--- config.mk ---
export PLATFORM = sky130hd
export DESIGN_NAME = score_tracker
export DESIGN_NICKNAME = d
export VERILOG_FILES = /design/src/rtl/score_pkg.sv /design/src/rtl/holdoff_timer.sv /design/src/rtl/score_tracker.sv
export SDC_FILE = /design/constraint.sdc
export NUM_CORES = 1
export LEC_CHECK = 0
export CORE_MARGIN = 2
export CORE_UTILIZATION = 53
export DETAILED_ROUTE_END_ITERATION = 10
export DONT_BUFFER_PORTS = 1
export PLACE_DENSITY = 0.73
export SLEW_MARGIN = 40
export SYNTH_ARGS = -nofsm -noshare
export SYNTH_HDL_FRONTEND = slang
export SYNTH_SLANG_ARGS = --single-unit
export TNS_END_PERCENT = 10
--- constraint.sdc ---
create_clock -name clk -period 4.06 [get_ports clk]
set_input_delay 0.609 -clock clk [delete_from_list [all_inputs] [get_ports clk]]
set_output_delay 0.609 -clock clk [all_outputs]
set_load 0.01 [all_outputs]
--- src/rtl/score_pkg.sv ---
// score_pkg: definitions shared by the score_tracker block.
//   state_t             - game state encoding (IDLE, PLAYING, OVER)
//   DEF_MAX_SCORE       - default saturation value of the score counter
//   DEF_HOLD_CYCLES     - default post-game restart lockout length in clocks
package score_pkg;

    typedef enum logic [1:0] {
        IDLE    = 2'd0,
        PLAYING = 2'd1,
        OVER    = 2'd2
    } state_t;

    localparam int DEF_MAX_SCORE   = 99;
    localparam int DEF_HOLD_CYCLES = 50_000_000;

endpackage

--- src/rtl/holdoff_timer.sv ---
// holdoff_timer: load/count-down lockout counter.
// A pulse on `load` sets the count to HOLD_CYCLES-1; it then decrements once
// per clock until it reaches zero and stays there. `done` is high whenever
// the count is zero (including straight out of reset).
// Ports:
//   clk   in  system clock
//   rst   in  asynchronous active-low reset (count cleared to 0)
//   load  in  restart the lockout
//   done  out lockout has expired
module holdoff_timer #(
    parameter int HOLD_CYCLES = 50_000_000
) (
    input  logic clk,
    input  logic rst,
    input  logic load,
    output logic done
);

    localparam int CNT_W = (HOLD_CYCLES > 1) ? $clog2(HOLD_CYCLES) : 1;
    localparam logic [CNT_W-1:0] LOAD_VAL = CNT_W'(HOLD_CYCLES - 1);

    logic [CNT_W-1:0] cnt;

    always_ff @(posedge clk or negedge rst) begin
        if (!rst) begin
            cnt <= '0;
        end else if (load) begin
            cnt <= LOAD_VAL;
        end else if (cnt != '0) begin
            cnt <= cnt - 1'b1;
        end
    end

    assign done = (cnt == '0);

endmodule

--- src/rtl/score_tracker.sv ---
// score_tracker: per-game score counter and session high score keeper.
// Counts `point` pulses during a game (saturating at MAX_SCORE), and on the
// `hit` that ends the game emits exactly one single-cycle event: newHighScore
// when the score strictly beats the high score (which is then updated), died
// otherwise. The last game's score is held for display until the next start.
// Optional feature: define SCORE_TRACKER_HOLDOFF_EN to lock out restarts for
// HOLD_CYCLES clocks after a game ends, so the face display is not clipped.
// Ports:
//   clk           in  system clock
//   rst           in  asynchronous active-low reset
//   start         in  request to begin a game
//   point         in  add one point
//   hit           in  player killed, ends the game
//   score         out current or last-game score
//   highScore     out best score since reset
//   newHighScore  out one-cycle pulse: game ended with a record
//   died          out one-cycle pulse: game ended without a record
//   playing       out high while a game is in progress
module score_tracker
    import score_pkg::*;
#(
    parameter int SCORE_W     = 7,
    parameter int MAX_SCORE   = DEF_MAX_SCORE,
    parameter int HOLD_CYCLES = DEF_HOLD_CYCLES
) (
    input  logic               clk,
    input  logic               rst,
    input  logic               start,
    input  logic               point,
    input  logic               hit,
    output logic [SCORE_W-1:0] score,
    output logic [SCORE_W-1:0] highScore,
    output logic               newHighScore,
    output logic               died,
    output logic               playing
);

    localparam logic [SCORE_W-1:0] MAX_VAL = SCORE_W'(MAX_SCORE);

    generate
        if (MAX_SCORE >= (1 << SCORE_W)) begin : g_bad_max
            $error("score_tracker: MAX_SCORE does not fit in SCORE_W bits");
        end
        if (HOLD_CYCLES < 1) begin : g_bad_hold
            $error("score_tracker: HOLD_CYCLES must be at least 1");
        end
    endgenerate

    state_t state;
    logic   start_ok;

`ifdef SCORE_TRACKER_HOLDOFF_EN
    // Lockout starts on the same edge the game ends.
    holdoff_timer #(
        .HOLD_CYCLES (HOLD_CYCLES)
    ) u_holdoff (
        .clk  (clk),
        .rst  (rst),
        .load ((state == PLAYING) && hit),
        .done (start_ok)
    );
`else
    assign start_ok = 1'b1;
`endif

    always_ff @(posedge clk or negedge rst) begin
        if (!rst) begin
            state        <= IDLE;
            score        <= '0;
            highScore    <= '0;
            newHighScore <= 1'b0;
            died         <= 1'b0;
            playing      <= 1'b0;
        end else begin
            // Event outputs are pulses: cleared unless set below.
            newHighScore <= 1'b0;
            died         <= 1'b0;
            case (state)
                IDLE: begin
                    if (start) begin
                        state   <= PLAYING;
                        score   <= '0;
                        playing <= 1'b1;
                    end
                end
                PLAYING: begin
                    // hit takes priority; a simultaneous point is dropped and
                    // the comparison uses the score from before this cycle.
                    if (hit) begin
                        state   <= OVER;
                        playing <= 1'b0;
                        if (score > highScore) begin
                            highScore    <= score;
                            newHighScore <= 1'b1;
                        end else begin
                            died <= 1'b1;
                        end
                    end else if (point && (score != MAX_VAL)) begin
                        score <= score + 1'b1;
                    end
                end
                OVER: begin
                    if (start && start_ok) begin
                        state   <= PLAYING;
                        score   <= '0;
                        playing <= 1'b1;
                    end
                end
                default: begin
                    state   <= IDLE;
                    playing <= 1'b0;
                end
            endcase
        end
    end

endmodule

==> results of run 1 <==
-- registers in the layout, summed over array words and instances, names as in the netlist --
signal / count
playing: 1
died: 1
score: 7
highScore: 7
state: 2
newHighScore: 1
-- through the flow --
step / power, mW / util [%] / cells / setup slack, ns
2_1_floorplan: 0.513 / - / 95 / 2.11
3_3_place_gp: 0.547 / 55.7 / 120 / 1.87
3_5_place_dp: 0.562 / 56.0 / 120 / 1.90
4_1_cts: 0.663 / 57.9 / 125 / 1.88
5_1_grt: 0.707 / 57.6 / 125 / 1.73
6_report: 0.659 / 57.6 / 125 / 1.90
-- worst reg2reg max path, cell delays in order, from the launching register on --
cell and delay, ns:
sky130_fd_sc_hd__dfrtp_1 0.53, sky130_fd_sc_hd__ha_1 0.37, sky130_fd_sc_hd__nand4_1 0.13, sky130_fd_sc_hd__a21o_1 0.21, sky130_fd_sc_hd__a311oi_4 0.44, sky130_fd_sc_hd__mux2_2 0.39
-- per-layer routing --
| layer | share of wire (%) | track usage, % | vias up | wire [um] |
|---|---|---|---|---|
| li1 | - | - | 350 | - |
| met1 | 45 | 23.6 | 359 | 859 |
| met2 | 47 | 27.3 | 30 | 884 |
| met3 | 6.7 | 4.32 | 3 | 127 |
| met4 | 1.3 | 5.71 | 0 | 24 |
| met5 | 0 | 0 | - | 0 |
-- power groups by stage --
stage                     Sequential, mW  Clock [mW]  Combinational [mW]
after global placement             0.318           0               0.228
after CTS                          0.318       0.100               0.245
after global routing               0.328       0.106               0.273
final                              0.318      0.0979               0.244
after detailed placement           0.323           0               0.239
after floorplan                    0.301           0               0.212
-- area by class of cell --
cell class,count,area share (%)
Tap cell,27,3.08
Clock buffer,4,2.40
Multi-Input combinational cell,66,47.9
Sequential cell,19,43.4
Inverter,8,2.74
Timing Repair Buffer,1,0.457
-- cell usage in the layout, fill, tap and decap left out --
master,synthesis,routed
sky130_fd_sc_hd__o31a_4,1,1
sky130_fd_sc_hd__nand3_1,2,2
sky130_fd_sc_hd__nand3b_1,2,2
sky130_fd_sc_hd__nand2b_1,1,1
sky130_fd_sc_hd__nand4b_1,1,1
sky130_fd_sc_hd__a221o_1,1,1
sky130_fd_sc_hd__or2_2,1,1
sky130_fd_sc_hd__dfrtp_1,19,19
sky130_fd_sc_hd__ha_1,8,8
sky130_fd_sc_hd__inv_1,8,8
sky130_fd_sc_hd__nor2b_1,1,1
sky130_fd_sc_hd__xnor2_1,1,1
sky130_fd_sc_hd__mux2i_1,2,2
sky130_fd_sc_hd__nand2_1,6,6
sky130_fd_sc_hd__nand4_1,3,3
sky130_fd_sc_hd__o22ai_1,1,1
sky130_fd_sc_hd__and3_1,2,2
sky130_fd_sc_hd__mux2_2,8,8
sky130_fd_sc_hd__nor4bb_2,0,1
sky130_fd_sc_hd__clkbuf_1,0,1
sky130_fd_sc_hd__o21ai_0,2,2
sky130_fd_sc_hd__a21o_1,5,5
sky130_fd_sc_hd__buf_2,1,1
sky130_fd_sc_hd__nor2_1,6,6
sky130_fd_sc_hd__clkbuf_4,0,3
sky130_fd_sc_hd__a311oi_4,1,1
sky130_fd_sc_hd__a21oi_1,7,7
sky130_fd_sc_hd__a31oi_1,3,3
-- cell families after synthesis --
group                      synth area share [%]
muxes                                      10.6
and+or+nand+nor                            13.3
AOI/OAI and AO/OA                          15.5
xor gates and xnor gates                  0.841
DFF                                        45.7
adders and majority gates                  9.62
buffers and inverters                      4.45
-- worst paths after layout --
path                       depth (start not counted)  slack (ns)            to      from
min reg2reg                                        2        0.61      state[1]  state[1]
max in group asynchronous                          1        3.54      score[5]       rst
min                                                1        0.22  highScore[0]       rst
max reg2reg                                        5        1.90  highScore[6]  score[4]
min in group clk                                   1        0.45      state[0]     start
max                                                5        1.90  highScore[6]  score[4]
-- repair_timing --
item	in CTS	in global routing
hold endpoints to repair	19	0
hold buffers	1	0
setup endpoints to repair	0	0
==> impl_metrics.xml, run 1 <==
<?xml version="1.0" encoding="UTF-8"?>
<metrics>
  <group name="worst_hold_path">
    <metric name="hold_path.class" unit="">primary input to async pin</metric>
  </group>
  <group name="setup_path">
    <metric name="cp_launch_type" unit="">flop</metric>
    <metric name="data_arrival_time_of_the_critical_path" unit="ns">2.36</metric>
    <metric name="cp_cell_sequence" unit="">ha_1, nand4_1, a21o_1, a311oi_4, mux2_2</metric>
    <metric name="path_max_fanout" unit="">8</metric>
    <metric name="cp_num_buf_inv" unit="">0</metric>
    <metric name="timing.critical_path.slowest_stage_cell" unit="">sky130_fd_sc_hd__dfrtp_1</metric>
    <metric name="critPathTopFamily" unit="">compound AO/OA/AOI/OAI gates</metric>
    <metric name="cpPeakStageDelay" unit="ns">0.53</metric>
    <metric name="critPathKind" unit="">flop to flop</metric>
    <metric name="worstPathRequired" unit="ns">4.26</metric>
    <metric name="end_kind" unit="">flop</metric>
  </group>
  <group name="layout">
    <metric name="seqCellArea" unit="um^2">475</metric>
    <metric name="post_route_cells_drive_above_1_share" unit="%">16.3</metric>
    <metric name="num-nets-final" unit="">112</metric>
    <metric name="area_delta_synth_final" unit="%">5.29</metric>
    <metric name="final.fill_count" unit="">169</metric>
    <metric name="final_cell_area" unit="um^2">1100</metric>
    <metric name="diodes" unit="">0</metric>
    <metric name="multiInputGateArea" unit="um^2">526</metric>
  </group>
  <group name="routing">
    <metric name="drtIter0Drc" unit="">11</metric>
    <metric name="route.detailed.vias_per_inst" unit="">5.94</metric>
    <metric name="routedWlPerCell" unit="um">15.2</metric>
    <metric name="drt.antenna.violating_nets" unit="">0</metric>
    <metric name="drc" unit="">0</metric>
    <metric name="wirelength" unit="mm">1.90</metric>
    <metric name="vias" unit="">742</metric>
    <metric name="drt_pass1_iterations" unit="">4</metric>
  </group>
  <group name="floorplanning">
    <metric name="floorplan.initialDensity" unit="%">54.7</metric>
    <metric name="die_height" unit="um">48.3</metric>
    <metric name="die-area" unit="um^2">2330</metric>
    <metric name="top_level_ports" unit="">22</metric>
    <metric name="fp-row-count" unit="">16</metric>
    <metric name="dieWidth" unit="um">48.3</metric>
    <metric name="core_area" unit="um^2">1900</metric>
  </group>
  <group name="outcome">
    <metric name="status" unit="">finished clean</metric>
  </group>
  <group name="timing">
    <metric name="period_minus_slack" unit="ns">2.16</metric>
    <metric name="slew_headroom" unit="%">52.6</metric>
    <metric name="clock_tree_skew_after_final_layout" unit="ns">0.00457</metric>
    <metric name="timing_hold_violations_final" unit="">0</metric>
    <metric name="setup_total_negative_slack" unit="ns">0</metric>
    <metric name="fmax" unit="GHz">0.463</metric>
    <metric name="grt_setup_unrepaired" unit="">false</metric>
    <metric name="layout_worst_path_cycle_share" unit="%">53.2</metric>
    <metric name="worst_pin_slew" unit="ns">0.701</metric>
    <metric name="number_of_max_slew_violations_in_the_final_report" unit="">0</metric>
    <metric name="final.hold.worst_slack" unit="ns">0.224</metric>
    <metric name="finalSetupViolCount" unit="">0</metric>
  </group>
  <group name="logic_synthesis">
    <metric name="yosys-top-cells-area" unit="">sky130_fd_sc_hd__dfrtp_1 (46%), sky130_fd_sc_hd__ha_1 (9.6%), sky130_fd_sc_hd__mux2_2 (8.7%)</metric>
    <metric name="postSynthAreaPerCell" unit="um^2">11.0</metric>
    <metric name="yosys-top-cells-count" unit="">sky130_fd_sc_hd__dfrtp_1 (19), sky130_fd_sc_hd__ha_1 (8), sky130_fd_sc_hd__inv_1 (8), sky130_fd_sc_hd__mux2_2 (8), sky130_fd_sc_hd__a21oi_1 (7)</metric>
    <metric name="post-synth-top-area-fraction" unit="%">45.7</metric>
    <metric name="yosysUniqueCellTypes" unit="">27</metric>
    <metric name="async_flop_share" unit="%">100</metric>
    <metric name="synth-edff-count" unit="">0</metric>
    <metric name="synth_top_cell_by_area" unit="">sky130_fd_sc_hd__dfrtp_1</metric>
    <metric name="synth_warnings" unit="">0</metric>
    <metric name="synth.ff_latch_count" unit="">19</metric>
    <metric name="syn_inst" unit="">95</metric>
    <metric name="ys.flop_type" unit="">sky130_fd_sc_hd__dfrtp_1</metric>
    <metric name="yosys.cell_count.top_type" unit="">sky130_fd_sc_hd__dfrtp_1</metric>
    <metric name="synth_seq_area_share" unit="%">45.7</metric>
    <metric name="synth_nets" unit="">108</metric>
    <metric name="synth.cell_area" unit="um^2">1040</metric>
  </group>
  <group name="grt">
    <metric name="grt.total_usage" unit="%">17.3</metric>
    <metric name="number_of_global_route_vias_before_repair" unit="">644</metric>
    <metric name="first_pass_grt_wire_length" unit="mm">3.13</metric>
    <metric name="grt_overflow" unit="">0</metric>
    <metric name="pin_count_of_the_biggest_net_entering_global_routing" unit="">20</metric>
    <metric name="antenna_violations_before_repair" unit="">0</metric>
  </group>
  <group name="power">
    <metric name="sequentialPowerShare" unit="%">48.2</metric>
    <metric name="clockPowerShare" unit="%">14.9</metric>
    <metric name="cellLeakagePower" unit="nW">0.545</metric>
    <metric name="internal_power" unit="mW">0.392</metric>
    <metric name="netSwitchingFraction" unit="%">40.5</metric>
    <metric name="power.switching" unit="mW">0.267</metric>
    <metric name="ir_drop" unit="mV">0.374</metric>
    <metric name="pwr_density_cell" unit="nW/um^2">602</metric>
    <metric name="power.combinational.fraction" unit="%">37.0</metric>
  </group>
  <group name="clock_tree">
    <metric name="cts.clk_slew.worst_paths" unit="ns">0.11</metric>
    <metric name="clock_insertion_delay_at_the_later_pin_of_the_skew_report" unit="ns">0.30</metric>
    <metric name="cts.repair_timing.setup_buffer_count" unit="">0</metric>
    <metric name="clock-root-buffer" unit="">sky130_fd_sc_hd__clkbuf_4</metric>
    <metric name="h_tree_depth" unit="">1</metric>
    <metric name="clock_tree.buffer_depth" unit="">2</metric>
    <metric name="cts_buffers" unit="">3</metric>
    <metric name="clock_sink_count" unit="">19</metric>
    <metric name="cts_resized" unit="">0</metric>
    <metric name="cts_tree" unit="">yes</metric>
  </group>
  <group name="run">
    <metric name="timing.max_cap.violations" unit="">0</metric>
  </group>
  <group name="placement">
    <metric name="port_buffer_cells" unit="">0</metric>
    <metric name="placedInstanceArea" unit="um^2">1060</metric>
    <metric name="gp_congestion" unit="">0.790</metric>
    <metric name="detailedPlacementHpwl" unit="mm">1.42</metric>
  </group>
</metrics>
(Power assumes the default switching activity.)
==> run 2: changes to the inputs <==
PLACE_DENSITY = 0.76   (was 0.73)
clock period = 1.89 ns   (was 4.06 ns; I/O delays follow)
==> impl_metrics.xml, run 2 (synthesis results as in run 1) <==
<?xml version="1.0" encoding="UTF-8"?>
<metrics>
  <group name="outcome">
    <metric name="status" unit="">complete, but fails checks</metric>
    <metric name="violations_in_the_final_reports" unit="">negative setup slack</metric>
  </group>
  <group name="routing">
    <metric name="drtIter0Drc" unit="">23</metric>
    <metric name="wirelength" unit="mm">2.32</metric>
    <metric name="dr_wl_met2" unit="mm">1.21</metric>
    <metric name="vias" unit="">837</metric>
    <metric name="met3_length" unit="um">150</metric>
    <metric name="sum_of_routed_wire_segments_on_met1" unit="um">937</metric>
    <metric name="drc" unit="">0</metric>
    <metric name="routedWlPerCell" unit="um">16.1</metric>
    <metric name="drt_pass1_iterations" unit="">4</metric>
    <metric name="drt.antenna.violating_nets" unit="">0</metric>
    <metric name="route.detailed.vias_per_inst" unit="">5.81</metric>
    <metric name="top_layer" unit="">met4</metric>
  </group>
  <group name="clock_tree">
    <metric name="clock_insertion_delay_at_the_later_pin_of_the_skew_report" unit="ns">0.29</metric>
    <metric name="clock_sink_count" unit="">19</metric>
    <metric name="cts_tree" unit="">yes</metric>
    <metric name="clock-root-buffer" unit="">sky130_fd_sc_hd__clkbuf_4</metric>
    <metric name="cts_buffers" unit="">3</metric>
    <metric name="clock_tree.buffer_depth" unit="">2</metric>
    <metric name="h_tree_depth" unit="">1</metric>
    <metric name="cts.repair_timing.setup_buffer_count" unit="">0</metric>
    <metric name="cts.clk_slew.worst_paths" unit="ns">0.11</metric>
  </group>
  <group name="setup_path">
    <metric name="end_kind" unit="">flop</metric>
    <metric name="cp_launch_type" unit="">flop</metric>
    <metric name="r2r_cells" unit="">7</metric>
    <metric name="critPathKind" unit="">flop to flop</metric>
    <metric name="worst_r2r_startpoint" unit="">highScore[4]</metric>
    <metric name="data_arrival_time_of_the_critical_path" unit="ns">2.10</metric>
    <metric name="worstPathRequired" unit="ns">2.07</metric>
    <metric name="worst_r2r_endpoint" unit="">highScore[0]</metric>
    <metric name="timing.reg2reg.setup_slack" unit="ns">-0.03</metric>
    <metric name="path_max_fanout" unit="">3</metric>
  </group>
  <group name="layout">
    <metric name="final_cell_area" unit="um^2">1300</metric>
    <metric name="biggestRegsByFlops" unit="">highScore (7), score (7), state (2)</metric>
    <metric name="final_cell_mix" unit="">sky130_fd_sc_hd__dfrtp_1 (19), sky130_fd_sc_hd__buf_4 (16), sky130_fd_sc_hd__inv_1 (7), sky130_fd_sc_hd__a21oi_1 (7)</metric>
    <metric name="diodes" unit="">0</metric>
    <metric name="area_delta_synth_final" unit="%">24.6</metric>
    <metric name="num-nets-final" unit="">131</metric>
    <metric name="post_route_cells_drive_above_1_share" unit="%">32.5</metric>
    <metric name="leading_cell_type_in_the_layout_fill_and_taps_excluded" unit="">sky130_fd_sc_hd__dfrtp_1</metric>
  </group>
  <group name="power">
    <metric name="sequentialPowerShare" unit="%">36.0</metric>
    <metric name="power.switching" unit="mW">0.631</metric>
    <metric name="power.combinational.fraction" unit="%">51.4</metric>
    <metric name="clockPowerShare" unit="%">12.6</metric>
    <metric name="ir_drop" unit="mV">0.812</metric>
    <metric name="internal_power" unit="mW">1.00</metric>
    <metric name="pwr_density_cell" unit="nW/um^2">1260</metric>
    <metric name="report.power.total" unit="mW">1.63</metric>
    <metric name="netSwitchingFraction" unit="%">38.6</metric>
    <metric name="cellLeakagePower" unit="nW">0.650</metric>
  </group>
  <group name="placement">
    <metric name="gp_congestion" unit="">0.794</metric>
    <metric name="placedInstanceArea" unit="um^2">1190</metric>
    <metric name="detailedPlacementHpwl" unit="mm">1.69</metric>
    <metric name="port_buffer_cells" unit="">0</metric>
    <metric name="pre_cts_slack" unit="ns">-0.0280</metric>
  </group>
  <group name="timing">
    <metric name="finalSetupViolCount" unit="">3</metric>
    <metric name="fmax" unit="GHz">0.521</metric>
    <metric name="final.hold.worst_slack" unit="ns">0.142</metric>
    <metric name="postLayoutSetupSlackWorst" unit="ns">-0.0279</metric>
    <metric name="timing_hold_violations_final" unit="">0</metric>
    <metric name="setup_total_negative_slack" unit="ns">-0.0755</metric>
    <metric name="worst_pin_slew" unit="ns">0.415</metric>
    <metric name="layout_worst_path_cycle_share" unit="%">101</metric>
    <metric name="number_of_max_slew_violations_in_the_final_report" unit="">0</metric>
    <metric name="period_minus_slack" unit="ns">1.92</metric>
    <metric name="grt_setup_unrepaired" unit="">true</metric>
    <metric name="slew_headroom" unit="%">72.3</metric>
    <metric name="clock_tree_skew_after_final_layout" unit="ns">0.00376</metric>
  </group>
  <group name="floorplanning">
    <metric name="top_level_ports" unit="">22</metric>
    <metric name="dieWidth" unit="um">48.3</metric>
    <metric name="core_area" unit="um^2">1900</metric>
    <metric name="fp-row-count" unit="">16</metric>
    <metric name="die-area" unit="um^2">2330</metric>
    <metric name="die_height" unit="um">48.3</metric>
    <metric name="floorplan.initialDensity" unit="%">54.7</metric>
  </group>
  <group name="grt">
    <metric name="first_pass_grt_wire_length" unit="mm">3.60</metric>
    <metric name="antenna_violations_before_repair" unit="">0</metric>
    <metric name="number_of_global_route_vias_before_repair" unit="">777</metric>
    <metric name="grt.total_usage" unit="%">19.7</metric>
    <metric name="pin_count_of_the_biggest_net_entering_global_routing" unit="">20</metric>
    <metric name="grt_overflow" unit="">0</metric>
  </group>
  <group name="run">
    <metric name="timing.max_cap.violations" unit="">0</metric>
  </group>
  <group name="worst_hold_path">
    <metric name="timing.hold.worst_endpoint" unit="">state[0]</metric>
    <metric name="hold_path.class" unit="">primary input to flop</metric>
    <metric name="worstHoldStart" unit="">start</metric>
    <metric name="holdPathStages" unit="">1</metric>
  </group>
</metrics>
-- run 2: cell types whose count changed in the layout (fill, tap and decap cells not counted), sizes merged --
cell         previous run  this run
buf                     1        19
dlygate4sd3             0         1
-- run 2: worst max path at each step --
stage                       from            to  cells after the start
CTS                 highScore[4]  highScore[4]                      7
detailed placement      score[6]  highScore[4]                      6
global route            score[6]  highScore[1]                      6
finish              highScore[4]  highScore[0]                      7
floorplan               score[4]  highScore[0]                      5
global placement    highScore[6]  highScore[4]                      7
-- run 2: metal layers --
metal	up-vias	GRT usage [%]
met3	6	4.94
met1	398	24.2
met4	0	4.29
met5	-	0
li1	395	-
met2	38	35.0
-- run 2: final cells by class --
type                       count  area, um^2
fill                         144         604
multi-input combinational     66         574
sequential                    19         475
timing repair buffer          20         158
tap                           27        33.8
inverter                       8        30.0
clock buffer                   4        26.3
-- run 2: power groups by stage --
stage          sequential, mW  clock (mW)  combinational (mW)
6_report                0.589       0.205               0.839
5_1_grt                 0.603       0.229               0.932
4_1_cts                 0.588       0.206               0.784
3_5_place_dp            0.596           0               0.758
3_3_place_gp            0.591           0               0.725
2_1_floorplan           0.647           0               0.455
-- run 2: critical path: stages, from the launching register on --
cell	delay [ns]
sky130_fd_sc_hd__dfrtp_1	0.40
sky130_fd_sc_hd__inv_2	0.07
sky130_fd_sc_hd__ha_4	0.26
sky130_fd_sc_hd__nand4_1	0.12
sky130_fd_sc_hd__a21o_1	0.21
sky130_fd_sc_hd__a311oi_4	0.24
sky130_fd_sc_hd__buf_4	0.18
sky130_fd_sc_hd__mux2_2	0.33
-- run 2: timing repair --
item	4_1_cts	5_1_grt
hold buffers	1	1
setup endpoints to repair	7	9
resized for setup	3	8
cloned	0	0
endpoints found under the hold margin	19	19
pin swaps	0	3
-- run 2: stage by stage --
stage	instances	utilization, %
finish	144	68.2
global route	144	68.2
CTS	143	66.0
detailed placement	138	62.8
global placement	138	62.8
floorplan	95	-
